===== config.mk =====
export PLATFORM = sky130hd
export DESIGN_NAME = traffic_ctrl
export DESIGN_NICKNAME = d
export VERILOG_FILES = /design/src/rtl/traffic_ctrl_pkg.sv /design/src/rtl/traffic_ctrl_lane_mover.sv /design/src/rtl/traffic_ctrl.sv
export SDC_FILE = /design/constraint.sdc
export NUM_CORES = 1
export LEC_CHECK = 0
export BUFFER_PORTS_ARGS = -buffer_cell sky130_fd_sc_hd__buf_2
export CAP_MARGIN = 5
export CELL_PAD_IN_SITES_DETAIL_PLACEMENT = 0
export CELL_PAD_IN_SITES_GLOBAL_PLACEMENT = 1
export CORE_MARGIN = 2
export CORE_UTILIZATION = 49
export DETAILED_ROUTE_END_ITERATION = 12
export PLACE_DENSITY = 0.82
export SETUP_SLACK_MARGIN = 0.2
export SLEW_MARGIN = 5
export SYNTH_ARGS = -nofsm -noshare
export SYNTH_HDL_FRONTEND = slang
export SYNTH_HIERARCHICAL = 1
export SYNTH_SLANG_ARGS = --single-unit

===== constraint.sdc =====
create_clock -name i_Clk -period 5.1 [get_ports i_Clk]
set_input_delay 1.53 -clock i_Clk [delete_from_list [all_inputs] [get_ports i_Clk]]
set_output_delay 1.53 -clock i_Clk [all_outputs]
set_load 0.01 [all_outputs]

===== src/rtl/traffic_ctrl_pkg.sv =====
// Shared types, default lane tables and helpers for the road-section traffic generator.
package traffic_ctrl_pkg;

    typedef enum logic {
        DIR_RIGHT = 1'b0,
        DIR_LEFT  = 1'b1
    } lane_dir_e;

    localparam int unsigned DIV_W         = 4;
    localparam int unsigned DEF_NUM_LANES = 4;
    localparam int unsigned DEF_COORD_W   = 6;

    localparam logic [DEF_NUM_LANES*DIV_W-1:0]       DEF_LANE_DIV = 16'h1232;
    localparam logic [DEF_NUM_LANES-1:0]             DEF_LANE_DIR = 4'b1010;
    localparam logic [DEF_NUM_LANES*DEF_COORD_W-1:0] DEF_INIT_X   =
        {6'd12, 6'd5, 6'd17, 6'd0};

    // Base period after level scaling, never allowed below the floor.
    function automatic logic [31:0] clamp_period(input logic [31:0] scaled,
                                                 input logic [31:0] floor_p);
        return (scaled < floor_p) ? floor_p : scaled;
    endfunction

endpackage


===== src/rtl/traffic_ctrl_lane_mover.sv =====
// One car: per-lane step divider, wrapping X position and registered step strobe.
module lane_mover
    import traffic_ctrl_pkg::*;
#(
    parameter int unsigned           c_COORD_W = 6,
    parameter int unsigned           c_MAX_X   = 20,
    parameter int unsigned           c_DIV     = 1,
    parameter lane_dir_e             c_DIR     = DIR_RIGHT,
    parameter logic [c_COORD_W-1:0]  c_INIT_X  = '0
) (
    input  logic                 i_Clk,
    input  logic                 i_Rst_L,
    input  logic                 i_Tick,
    input  logic                 i_Restart,
    input  logic                 i_Pause,
    output logic [c_COORD_W-1:0] o_X,
    output logic                 o_Step
);

    localparam int unsigned          DIV_EFF  = (c_DIV == 0) ? 1 : c_DIV;
    localparam logic [DIV_W-1:0]     CNT_LAST = DIV_W'(DIV_EFF - 1);
    localparam logic [c_COORD_W-1:0] X_LAST   = c_COORD_W'(c_MAX_X - 1);
    localparam logic [c_COORD_W-1:0] X_ONE    = c_COORD_W'(1);

    logic [DIV_W-1:0]     cnt_q, cnt_d;
    logic [c_COORD_W-1:0] x_q, x_d, x_next;
    logic                 step_q, step_d;

    always_comb begin
        x_next = x_q;
        if (c_DIR == DIR_LEFT) begin
            x_next = (x_q == '0) ? X_LAST : x_q - X_ONE;
        end else begin
            x_next = (x_q >= X_LAST) ? '0 : x_q + X_ONE;
        end
    end

    always_comb begin
        cnt_d  = cnt_q;
        x_d    = x_q;
        step_d = 1'b0;
        if (i_Restart) begin
            cnt_d = '0;
            x_d   = c_INIT_X;
        end else if (!i_Pause && i_Tick) begin
            if (cnt_q >= CNT_LAST) begin
                cnt_d  = '0;
                x_d    = x_next;
                step_d = 1'b1;
            end else begin
                cnt_d = cnt_q + DIV_W'(1);
            end
        end
    end

    always_ff @(posedge i_Clk or negedge i_Rst_L) begin
        if (!i_Rst_L) begin
            cnt_q  <= '0;
            x_q    <= c_INIT_X;
            step_q <= 1'b0;
        end else begin
            cnt_q  <= cnt_d;
            x_q    <= x_d;
            step_q <= step_d;
        end
    end

    assign o_X    = x_q;
    assign o_Step = step_q;

endmodule


===== src/rtl/traffic_ctrl.sv =====
// Multi-lane traffic generator: level-scaled shared prescaler driving one lane_mover per lane.
module traffic_ctrl
    import traffic_ctrl_pkg::*;
#(
    parameter int unsigned                         c_NUM_LANES = DEF_NUM_LANES,
    parameter int unsigned                         c_COORD_W   = DEF_COORD_W,
    parameter int unsigned                         c_MAX_X     = 20,
    parameter int unsigned                         c_BASE_TICK = 4000000,
    parameter int unsigned                         c_MIN_TICK  = 250000,
    parameter int unsigned                         c_LEVEL_W   = 3,
    parameter int unsigned                         c_FIRST_Y   = 10,
    parameter logic [c_NUM_LANES*DIV_W-1:0]        c_LANE_DIV  = DEF_LANE_DIV,
    parameter logic [c_NUM_LANES-1:0]              c_LANE_DIR  = DEF_LANE_DIR,
    parameter logic [c_NUM_LANES*c_COORD_W-1:0]    c_INIT_X    = DEF_INIT_X
) (
    input  logic                             i_Clk,
    input  logic                             i_Rst_L,
    input  logic                             i_Restart,
    input  logic                             i_Pause,
    input  logic [c_LEVEL_W-1:0]             i_Level,
    output logic [c_NUM_LANES*c_COORD_W-1:0] o_Car_X,
    output logic [c_NUM_LANES*c_COORD_W-1:0] o_Car_Y,
    output logic [c_NUM_LANES-1:0]           o_Step,
    output logic                             o_Base_Tick
);

    localparam logic [31:0] BASE_32 = 32'(c_BASE_TICK);
    localparam logic [31:0] MIN_32  = 32'(c_MIN_TICK);

    logic [31:0] period;
    logic [31:0] period_m1;
    logic [31:0] presc_q, presc_d;
    logic        tick_q, tick_d;

    always_comb begin
        period    = clamp_period(BASE_32 >> i_Level, MIN_32);
        period_m1 = period - 32'd1;
    end

    // ">=" rather than "==" so a level raise mid-count fires on the next
    // evaluation instead of running on to a counter wrap.
    always_comb begin
        presc_d = presc_q;
        tick_d  = 1'b0;
        if (i_Restart) begin
            presc_d = '0;
        end else if (!i_Pause) begin
            if (presc_q >= period_m1) begin
                presc_d = '0;
                tick_d  = 1'b1;
            end else begin
                presc_d = presc_q + 32'd1;
            end
        end
    end

    always_ff @(posedge i_Clk or negedge i_Rst_L) begin
        if (!i_Rst_L) begin
            presc_q <= '0;
            tick_q  <= 1'b0;
        end else begin
            presc_q <= presc_d;
            tick_q  <= tick_d;
        end
    end

    assign o_Base_Tick = tick_q;

    // Lanes consume the unregistered wrap strobe so each lane's move lands
    // in the same cycle as the registered o_Base_Tick pulse.
    for (genvar n = 0; n < c_NUM_LANES; n++) begin : gen_lane
        logic [c_COORD_W-1:0] lane_x;
        logic                 lane_step;

        lane_mover #(
            .c_COORD_W (c_COORD_W),
            .c_MAX_X   (c_MAX_X),
            .c_DIV     (32'(c_LANE_DIV[n*DIV_W +: DIV_W])),
            .c_DIR     (lane_dir_e'(c_LANE_DIR[n])),
            .c_INIT_X  (c_INIT_X[n*c_COORD_W +: c_COORD_W])
        ) u_lane (
            .i_Clk     (i_Clk),
            .i_Rst_L   (i_Rst_L),
            .i_Tick    (tick_d),
            .i_Restart (i_Restart),
            .i_Pause   (i_Pause),
            .o_X       (lane_x),
            .o_Step    (lane_step)
        );

        assign o_Car_X[n*c_COORD_W +: c_COORD_W] = lane_x;
        assign o_Car_Y[n*c_COORD_W +: c_COORD_W] = c_COORD_W'(c_FIRST_Y + n);
        assign o_Step[n]                         = lane_step;
    end

endmodule


Word level (Yosys, flattened, before mapping)
Index checks and enable logic that the tools add are counted.
- register bits after elaboration: 77
- output and inout bits: 53
- word-level logic and storage cells: 94
- input bits: 7
- add/sub/neg operators: 10
- reduce and logical (&&, ||, !) cells: 13
- muxes and demuxes: 47
- order comparisons: 8
- eq/ne operators: 1
- shift operators: 1
- operator list (cell ; count):
    2-to-1 mux 32 bit ; 4
    2-to-1 mux 6 bit ; 16
    2-to-1 mux 4 bit ; 12
    adder 32 x 1 -> 32 bit, second input constant ; 1
    >= comparator 32 bit ; 1
    < comparator 32 x 18 -> 1 bit, second input constant ; 1
    >> shifter 22 x 3 -> 32 bit, first input constant ; 1
    subtractor 32 x 1 -> 32 bit, second input constant ; 1
    adder 4 x 1 -> 4 bit, second input constant ; 4
    2-to-1 mux 1 bit ; 15
    adder 6 x 1 -> 6 bit, second input constant ; 2
    >= comparator 4 x 1 -> 1 bit, second input constant ; 3
    >= comparator 6 x 5 -> 1 bit, second input constant ; 2
    zero test 6 bit ; 2
    subtractor 6 x 1 -> 6 bit, second input constant ; 2
    nonzero test 2 bit ; 5
    AND reduction 2 bit ; 4
    >= comparator 4 x 2 -> 1 bit, second input constant ; 1
    inequality test 2 bit, second input constant ; 1
    logical AND 1 bit ; 1
    zero test 1 bit ; 1

Depth between registers and ports, before layout
Gate-level depths: netlist (run 1).
- depth in word-level cells: 11
- mapped depth: 22
- gate-level depth less buffers: 20

By module
The synthesis (run 1) kept the hierarchy.
- by module, submodules not included (module ; times used ; area an instance (µm²) ; cells an instance):
    traffic_ctrl ; 1 ; 2905.3 ; 331
    lane_mover (gen_lane[0].u_lane) ; 1 ; 633.1 ; 63
    lane_mover (gen_lane[2].u_lane) ; 1 ; 619.3 ; 60
    lane_mover (gen_lane[1].u_lane) ; 1 ; 613.1 ; 63
    lane_mover (gen_lane[3].u_lane) ; 1 ; 399.1 ; 38

Worst setup path after synthesis (run 1)
No wires, ideal clock.
- kind: input-to-reg
- from: input port i_Level[0]
- to: register gen_lane[1].u_lane.x_q[3]
- data required time: 4975 ps
- arrival time: 5529 ps
- path slack: -555 ps
- buffers on the path: 2
- stages on the path: 20
- library setup time: 125 ps
- path through: ha_1 clkbuf_1 nand2b_1 nor2_1 nand2_1 ha_1 nand2_1 a211o_1 mux2i_1 a21oi_1 ha_1 and3_1 a22o_1 o21ai_0 a31o_2 buf_2 a211oi_1 nor4b_1 a31oi_1 a2bb2o_1
- word-level cells in the longest chain between the ends: 11
- RTL lines (item ; RTL line ; text):
    start, declared ; traffic_ctrl.sv:20 ; input logic [c_LEVEL_W-1:0] i_Level,
    >> shifter 22 x 3 -> 32 bit (*) ; traffic_ctrl.sv:36 ; period = clamp_period(BASE_32 >> i_Level, MIN_32);
    < comparator 32 x 18 -> 1 bit ; traffic_ctrl_pkg.sv:21 ; return (scaled < floor_p) ? floor_p : scaled;
    2-to-1 mux 32 bit (*) ; traffic_ctrl_pkg.sv:21 ;
    subtractor 32 x 1 -> 32 bit (*) ; traffic_ctrl.sv:37 ; period_m1 = period - 32'd1;
    >= comparator 32 bit (*) ; traffic_ctrl.sv:48 ; if (presc_q >= period_m1) begin
    2-to-1 mux 1 bit (*) ; traffic_ctrl.sv:48 ;
    2-to-1 mux 1 bit (*) ; traffic_ctrl.sv:47 ; end else if (!i_Pause) begin
    2-to-1 mux 1 bit (*) ; traffic_ctrl.sv:45 ; if (i_Restart) begin
    named net tick_d ; traffic_ctrl.sv:33 ; logic tick_q, tick_d;
    logical AND 1 bit (*) ; traffic_ctrl_lane_mover.sv:45 ; end else if (!i_Pause && i_Tick) begin
    nonzero test 2 bit (no source line) (*) ; - ;
    AND reduction 2 bit (no source line) (*) ; - ;
    end signal, assigned ; traffic_ctrl_lane_mover.sv:59 ; x_q <= c_INIT_X;
    end, declared ; traffic_ctrl_lane_mover.sv:26 ; logic [c_COORD_W-1:0] x_q, x_d, x_next;
The timed path passes the listed nets; every way through them passes the cells marked *.
A chain may end at the register's enable or synchronous reset.

Worst setup path after layout (run 1)
- from: input port i_Level[1]
- to: register gen_lane[3].u_lane.x_q[2]
- word-level cells in the longest chain between the ends: 11
- RTL lines (item ; RTL line):
    >> shifter 22 x 3 -> 32 bit (*) ; traffic_ctrl.sv:36
    < comparator 32 x 18 -> 1 bit ; traffic_ctrl_pkg.sv:21
    2-to-1 mux 32 bit (*) ; traffic_ctrl_pkg.sv:21
    subtractor 32 x 1 -> 32 bit (*) ; traffic_ctrl.sv:37
    >= comparator 32 bit (*) ; traffic_ctrl.sv:48
    2-to-1 mux 1 bit (*) ; traffic_ctrl.sv:48
    2-to-1 mux 1 bit (*) ; traffic_ctrl.sv:47
    2-to-1 mux 1 bit (*) ; traffic_ctrl.sv:45
    named net tick_d ; traffic_ctrl.sv:33
    logical AND 1 bit (*) ; traffic_ctrl_lane_mover.sv:45
    nonzero test 2 bit (no source line) (*) ; -
    AND reduction 2 bit (no source line) (*) ; -
    end signal, assigned ; traffic_ctrl_lane_mover.sv:59
    end, declared ; traffic_ctrl_lane_mover.sv:26
Marks and branches as above.

==> results, run 1 <==
- The run finished with clean final reports.
- The hold violation count in the final report was 0.
- The kind of critical path is in2reg.
- The initial antenna violation count is 0.
- The number of DRC violations after detailed routing is 0.
- The worst setup path is captured at a register.
- The number of cells on the worst reg-to-reg path is 13.
- Along the worst path, the maximum fanout reaches 6.
- The global routing usage summed across all routing layers is 0.222.
- In the synthesized netlist the async set-or-reset flop fraction comes to 1.00.
- The number of different library cells used by synthesis comes to 82.
- The launch instance of the worst register-to-register path is presc_q[15]$_DFFE_PN0P_.
- In the final routed layout, each cell accounts on average for roughly 16 um.
- The commonest non-fill, non-tap cell in the layout is dfrtp_1.
- The worst hold path endpoint is presc_q[23]$_DFFE_PN0P_.
- After detailed routing, the number of vias per cell comes to 5.81.
- Measured against its own limit, the worst slew margin works out to 0.375.
- The combinational share of power is 0.103.
- The part of the Yosys area used for sequential elements is 0.355.
- Summed over all failing endpoints, the final setup total negative slack is 0 ps.
- The largest net degree at the start of global routing is 74.
- The cell area that synthesis handed to floorplanning was 5170 um^2.
- The number of filler cells placed in the layout is 900.
- Of the total power, the share spent switching nets is 0.248.
- The endpoint identified for the worst register-to-register timing path is gen_lane[3].u_lane/o_X[2]$_DFFE_PN1P_.
- The final weighted congestion of routability-driven global placement is 0.861.
- TritonCTS built the clock tree.
- The power per standard cell area is ~220 nW/um^2.
- The longest clock path from root to sink contains 2 buffers.
- The completed layout was analyzed and its total power is 1.34 mW.
- The area of the placeable core is 10300 um^2.
- The pin slew with the least headroom to its limit is 938 ps.
- The largest vdd supply drop is 181 uV.
- The first global-routing pass estimated 20400 um of wire.
- The detailed router put a total of 5800 um of wire on met1.
- The total routed wirelength is 12400 um.
- Setup repair after global routing left no endpoint under its margin.
- Of the cells placed in the final design, the portion with a size suffix greater than 1 is 0.259.
- The final layout net count is 660.
- The area added between synthesis and finish is 17.3%.
- The area share of the largest cell type after synthesis is 0.324.
- Hold repair after CTS inserted 0 buffers.
- In this run the top signal layer used is met4.
- The x dimension of the die is 107 um.
- In this run the worst hold path is classified as reg2reg.
- The post-synthesis register bit count is between 70 and 80.
- The routed layout has about 4400 vias.
- In this run the count of I/O pins placed on the die edge is 60.
- The flip-flop cell with the highest count after synthesis is dfrtp_1.
- The library cells used most frequently in the layout, excluding fill and tap cells, are dfrtp_1, buf_4, nand2_1.
- The number of levels the H-tree was split into is 3.
- The leakage dissipation is 2.76 nW.
- The synthesized design spends more area on one cell type than any other, namely dfrtp_1.
- The share of total power dissipated in the clock network is 0.458.
- The required time of the critical path is between 5000 and 6000 ps.
- The origin of the worst min-delay path is presc_q[23]$_DFFE_PN0P_.
- The remaining antenna violation count is 0.
- After synthesis, the cell types taking the most area are dfrtp_1, ha_1, buf_4.
- The largest individual stage delay along the critical path comes from the cell a211oi_4.
- Broken down by cell family, the worst path's largest delay share belongs to compound AO/OA/AOI/OAI gates.
- The via count of the first global-routing pass was 4181.
- The count of buffers from port buffering is 35.
- Clock skew on the completed layout was measured at 8.65 ps.
- The flop-to-flop setup slack is 2240 ps.
- The tree built by TritonCTS fans out to 73 sinks.
- The die area is between 10000 and 15000 um^2.
- Summed over all nets, wire length on met3 after detailed routing comes to 457 um.
- Clock-pin slew was measured on the worst setup and hold paths at around 80 ps.
- The hold-critical path depth is 1.
- The fraction of the cycle the final worst path needs is 0.936.
- The count of antenna diodes in the layout is 0.
- The most frequent cell on the critical path is ha_4.
- The later pin in the worst-skew pair is clocked with a latency of 360 ps.
- The achievable clock frequency is 0.210 GHz.
- The share of total power dissipated in sequential elements is 0.439.
- The number of iterations in the first detailed-routing pass is 4.
- The cell count after synthesis is 555.
- Across the run, the number of max-cap violations was 0.
- The Yosys step of the flow raised 6 warnings.
- The number of setup violations in the final report is 0.
- The cell-internal power is roughly 1 mW.
- The startpoint kind of the worst setup timing path is an input port.
- Buffers inserted during clock tree synthesis total 9.
- The analysis attributes to net switching a power of 333 uW.
- The time the worst path needs with I/O delays and setup is between 4000 and 5000 ps.
- The iteration-0 DRC count of the detailed router is 251.
- The initial standard-cell utilization of the core is 0.503.
- The buffer cell driving the clock tree root is clkbuf_8.
- In this run, synthesis inferred 0 flip-flops with an integrated enable.
- The mean instance size in the synthesized netlist is 9.32 um^2.
- After global routing the overflow that remains totals 0.
- After legalization and detailed placement, the total HPWL measured 8150 um.
- The vertical die dimension is 107 um.
- The number of rows in the core area is 37.
- The routed length on met2 is ~6000 um.
- The number of pins exceeding their max-slew limit in the final report is 0.
- The number of buffers and inverters on the critical path is 6.
- The biggest cell delay along the critical path is about 320 ps.
- The arrival time at the worst endpoint is 5070 ps.
## cell families after synthesis
kind of cell    count (synthesis)  share of synthesized area
compound gates                126                      0.178
xor+xnor                        9                     0.0152
fa+ha+maj                      41                     0.0992
buf+inv                        77                     0.0891
flops                          73                      0.355
mux                             2                    0.00387
other cells                     2                    0.00145
simple gates                  225                      0.258
## sequential cells by signal (all words and copies together), names as in the netlist
name                    flops
presc_q                    32
gen_lane.u_lane/cnt_q      12
o_Base_Tick                 1
gen_lane.u_lane/o_X        24
gen_lane.u_lane/o_Step      4
## worst max-delay path by stage
stage	start	end	cells after the start
global route	i_Level[1]	gen_lane[3].u_lane/o_X[2]$_DFFE_PN1P_	25
CTS	i_Level[1]	gen_lane[3].u_lane/o_X[5]$_DFFE_PN0P_	22
floorplan	i_Level[0]	gen_lane[1].u_lane/o_X[3]$_DFFE_PN0P_	17
detailed placement	i_Level[1]	gen_lane[1].u_lane/o_X[3]$_DFFE_PN0P_	22
global placement	i_Level[1]	gen_lane[1].u_lane/o_X[3]$_DFFE_PN0P_	22
finish	i_Level[1]	gen_lane[3].u_lane/o_X[2]$_DFFE_PN1P_	25
## metrics by stage
stage	setup WS, ps	std cells	cell area [um^2]	utilization	hold slack, ps
floorplan	256	578	5310	-	454
global placement	67.1	730	5550	0.540	470
detailed placement	-52.8	730	5550	0.540	472
CTS	240	746	5820	0.566	496
global route	149	753	6070	0.590	522
finish	329	753	6070	0.590	491
## worst reg2reg max path, cell delays in order, from the launching register on
cell and delay [ps]:
dfrtp_1 460, ha_1 340, nand2_1 70, o21ai_1 180
buf_4 150, o2111ai_2 110, a31o_2 260, a211oi_4 330
buf_6 170, clkbuf_16 130, nor2b_4 120, buf_4 140
nand2_1 60, a211o_1 290
## cell usage after synthesis (6+ instances only)
cell type,count
nor2b_1,10
nand2_1,40
nand4_1,13
ha_1,41
and3_1,9
clkbuf_1,13
nor2_1,34
nor3_1,15
inv_1,23
o31ai_1,10
o2111ai_1,8
dfstp_2,6
a32oi_1,6
o211ai_1,6
nand3_1,33
and2_1,12
o21ai_0,17
a21oi_1,22
dfrtp_1,67
buf_4,30
a31o_2,6
xnor2_1,6
a31oi_1,6
nand2b_1,8
## cell type report
cell class                      count  area (um^2)  share of cell area
Timing Repair Buffer               77          539              0.0889
Clock buffer                        9          124              0.0204
Sequential cell                    73         1830               0.302
Inverter                           23         88.8              0.0146
Clock inverter                      7          141              0.0233
Tap cell                          136          170              0.0281
Multi-Input combinational cell    428         3170               0.522
## metal layers
| layer | global-route usage | vias to the layer above |
|---|---|---|
| met5 | 0 | - |
| met4 | 0.0714 | 0 |
| met3 | 0.0432 | 16 |
| met2 | 0.360 | 99 |
| met1 | 0.299 | 2147 |
| li1 | - | 2112 |
## power groups by stage
stage | logic, mW | clock network (mW) | registers, mW
after floorplan | 0.0900 | 0 | 0.601
after global placement | 0.121 | 0 | 0.601
after detailed placement | 0.125 | 0 | 0.600
after CTS | 0.125 | 0.623 | 0.589
after global routing | 0.156 | 0.651 | 0.590
final | 0.139 | 0.615 | 0.589
## what timing repair did
action                                  CTS  global route
endpoints found under the hold margin     0             0
endpoints found under the setup margin    0            33
resized for setup                         0            41
setup buffers                             0             6
Note: power is estimated with default switching activity, not from simulation.
==> run 2: changes to the inputs <==
- ABC_AREA: unset -> 1
- CORE_UTILIZATION: 49 -> 48
- PLACE_DENSITY: 0.82 -> 0.83
==> results, run 2 <==
- The worst min-delay path class is reg2reg.
- Summed over all instances, the cell type with the most area after synthesis is dfrtp_1.
- The post-cts hold buffer count is 0.
- Setup repair after global routing left no endpoint under its margin.
- The required time of the critical path is 5310 ps.
- Entering global routing, the biggest net connects 74 pins.
- Once layout is complete, the utilization of the core stands at 0.543.
- The post-synthesis register bit count is 73.
- The critical path in this run is classified as in2reg.
- The cell count after synthesis is roughly 700.
- The fraction of the cycle the final worst path needs is 0.878.
- After synthesis, the most frequently instantiated cells are nand2_1, inv_1, dfrtp_1.
- The number of rows in the core area is 38.
- The total routed wirelength is 10900 um.
- The count of pins on the block boundary is 60.
- The commonest non-fill, non-tap cell in the layout is nand2_1.
- The mean instance size in the synthesized netlist is between 7 and 8 um^2.
- From left edge to right edge, the die measures 111 um.
- The power per standard cell area is roughly 220 nW/um^2.
- Summing internal, switching and leakage power gives roughly 1.3 mW.
- The startpoint kind of the worst setup timing path is an input port.
- The arrival time at the worst endpoint is 4690 ps.
- The die covers around 12000 um^2.
- Detailed placement finished with a half-perimeter wire length of around 8100 um.
- The top cell types in the final layout, fill and taps aside, are nand2_1, inv_1, dfrtp_1.
- In the global route stage, overall resource usage came out at 0.188.
- The number of iterations in the first detailed-routing pass is 4.
- The initial antenna violation count is 0.
- The final weighted congestion of routability-driven global placement is 0.885.
- The leakage dissipation is 3.01 nW.
- At the end of the flow, the number of nets in the layout was 781.
- Once detail routing completed, the nets flagged for antenna violations numbered 0.
- Setup violations remaining at the end of the flow were counted as 0.
- The time the worst path needs with I/O delays and setup is roughly 4500 ps.
- The worst register-to-register path ends at gen_lane[2].u_lane/o_X[3]$_DFFE_PN0P_.
- In the routed design, unresolved DRC markers number 0.
- The H-tree generated during clock tree synthesis spans 3 levels.
- The iteration-0 DRC count of the detailed router is 277.
- The flow ran to the end, and the final reports show no timing, DRC or antenna violations.
- The worst setup path startpoint is i_Level[1].
- Of the post-synthesis cell area, the dominant cell type holds 0.307.
- The largest buffer count on any clock path is 2.
- The first global-routing pass estimated 19200 um of wire.
- The count of buffers from port buffering is 35.
- The most used flip-flop cell after synthesis is dfrtp_1.
- The TritonCTS sink count is 73.
- The most common cell in the netlist is nand2_1.
- Global routing finished with a remaining overflow of 0.
- After synthesis, the share of flip-flops with an asynchronous set or reset is 1.00.
- The pin slew with the least headroom to its limit is 940 ps.
- The share of the Yosys chip area taken by registers is 0.335.
- From synthesis to final layout, the design area changed by 9.04%.
- The startpoint identified for the worst register-to-register timing path is presc_q[15]$_DFFE_PN0P_.
- Hold timing on the final database bottoms out at a slack of approximately 480 ps.
- After filler insertion, the fill cell instance count of the layout stands at 1034.
- Measured against its own limit, the worst slew margin works out to 0.373.
- The buffer cell driving the clock tree root is clkbuf_16.
- Derived from the worst setup path, the maximum achievable clock frequency is 0.223 GHz.
- The depth of the worst register-to-register path is 16.
- The worst setup path endpoint is gen_lane[2].u_lane/cnt_q[1]$_DFFE_PN0P_.
- The cell area after technology mapping is 5470 um^2.
- The via count of the first global-routing pass came to ~4200.
- The number of CTS-inserted buffers is 9.
- In this run, synthesis inferred 0 flip-flops with an integrated enable.
- The average wire per cell in the routed design is 12.4 um.
- The total negative slack for setup checks is 0 ps.
- The initial standard-cell utilization of the core is 0.498.
- The clock slew at the register clock pins of the worst setup and hold paths is 60 ps.
- The largest vdd supply drop is 183 uV.
- The synthesized netlist contains 44 unique library cells.
- The Yosys warning count is 6.
- The number of pins exceeding their max-slew limit in the final report is 0.
- The floorplan step set the die height to approximately 110 um.
- For the final database, setup skew stands at 6.99 ps.
- Across the run, the number of max-cap violations was 0.
- The via count normalized by instance count is between 4 and 5.
- The flip-flop count of the largest register, all copies and words added is 32.
- 0 antenna diodes ended up in the layout.
- The hold violation count in the final report is 0.
- The largest register by flop count is presc_q.
- The via count is 4328.
- The top fanout value on the critical path is 8.
- Of the cells placed in the final design, the portion with a size suffix greater than 1 is 0.222.
- The clock tree from TritonCTS is done.
- The later-pin clock latency in the skew report is 340 ps.
- The critical path endpoint category is a register.
- The region available for standard cell placement spans 11000 um^2.
- Sorting the synthesized cells by area gives the leading types as dfrtp_1, nand2_1, ha_1.
- The setup check on the worst reg-to-reg path leaves a slack of 2640 ps.
run 2: changes by cell type after synthesis, moves of 11 or more:
cell	delta
inv_2	+13
a21oi_1	-14
nor2_1	+24
inv_1	+67
nand4_1	+13
nand2_1	+123
nor2_2	+14
xor2_1	+13
o21ai_2	+19
clkbuf_1	-11
and2_1	-12
nand2_2	+18
run 2: what timing repair did:
action	CTS	global route
gates resized for setup	0	11
setup endpoints to repair	0	39
setup buffers	0	1
run 2: worst min path at each step:
stage,start,endpoint,slack [ps],depth (start not counted)
3_5_place_dp,gen_lane[1].u_lane/o_X[0]$_DFFE_PN1P_,gen_lane[1].u_lane/o_X[0]$_DFFE_PN1P_,470,2
3_3_place_gp,gen_lane[1].u_lane/o_X[0]$_DFFE_PN1P_,gen_lane[1].u_lane/o_X[0]$_DFFE_PN1P_,460,2
5_1_grt,gen_lane[1].u_lane/o_X[0]$_DFFE_PN1P_,gen_lane[1].u_lane/o_X[0]$_DFFE_PN1P_,510,2
4_1_cts,gen_lane[1].u_lane/o_X[0]$_DFFE_PN1P_,gen_lane[1].u_lane/o_X[0]$_DFFE_PN1P_,480,2
2_1_floorplan,presc_q[25]$_DFFE_PN0P_,presc_q[25]$_DFFE_PN0P_,460,2
6_report,gen_lane[1].u_lane/o_X[0]$_DFFE_PN1P_,gen_lane[1].u_lane/o_X[0]$_DFFE_PN1P_,480,2
run 2: layout make-up:
cell class	instances	area [um^2]	share of cell area
Sequential cell	73	1830	0.308
Multi-Input combinational cell	505	3060	0.513
Clock buffer	9	225	0.0378
Clock inverter	7	60.1	0.0101
Timing Repair Buffer	39	208	0.0348
Tap cell	140	175	0.0294
Inverter	105	399	0.0669
run 2: power breakdown:
group	switching [mW]	leakage, nW	internal [mW]	total, mW
clock	0.267	0.131	0.338	0.604
sequential	0.00810	0.997	0.587	0.595
combinational	0.0996	1.88	0.0387	0.138
run 2: critical path, cell delays in order:
cell and delay [ps]:
buf_2 150, inv_1 110, ha_1 210, inv_1 110, nand3_1 100, nand2_2 110, nand4_2 130, ha_4 230
nand2_1 70, nor2_2 50, nand2_1 80, xor2_1 160, ha_1 270, nand2_1 70, nand2_1 50, nand2_1 50
nand2_1 60, a21oi_1 130, nand2_1 70, nand2_1 110, nand3_1 110, nand2_1 120, inv_4 70, nand2_1 110
nand2_1 190, nand4_1 140, o21ai_0 90
run 2: logic make-up after synthesis:
| family | share of synthesized area |
|---|---|
| buf+inv | 0.127 |
| fa+ha+maj | 0.0938 |
| xor+xnor | 0.0416 |
| compound gates | 0.0799 |
| flops | 0.335 |
| other cells | 0.00137 |
| simple gates | 0.321 |
run 2: routing by layer:
metal | up-vias | GRT usage | routed length [um]
met3 | 13 | 0.0366 | 329
met5 | - | 0 | 0
li1 | 2246 | - | -
met2 | 55 | 0.310 | 5170
met4 | 0 | 0.0575 | 130
met1 | 2014 | 0.249 | 5220
run 2: per-stage QoR:
| stage | instance area [um^2] | std cells | setup slack [ps] |
|---|---|---|---|
| 2_1_floorplan | 5550 | 721 | 601 |
| 3_3_place_gp | 5630 | 861 | 108 |
| 3_5_place_dp | 5630 | 861 | -54.4 |
| 4_1_cts | 5920 | 877 | 304 |
| 5_1_grt | 5960 | 878 | 223 |
| 6_report | 5960 | 878 | 621 |
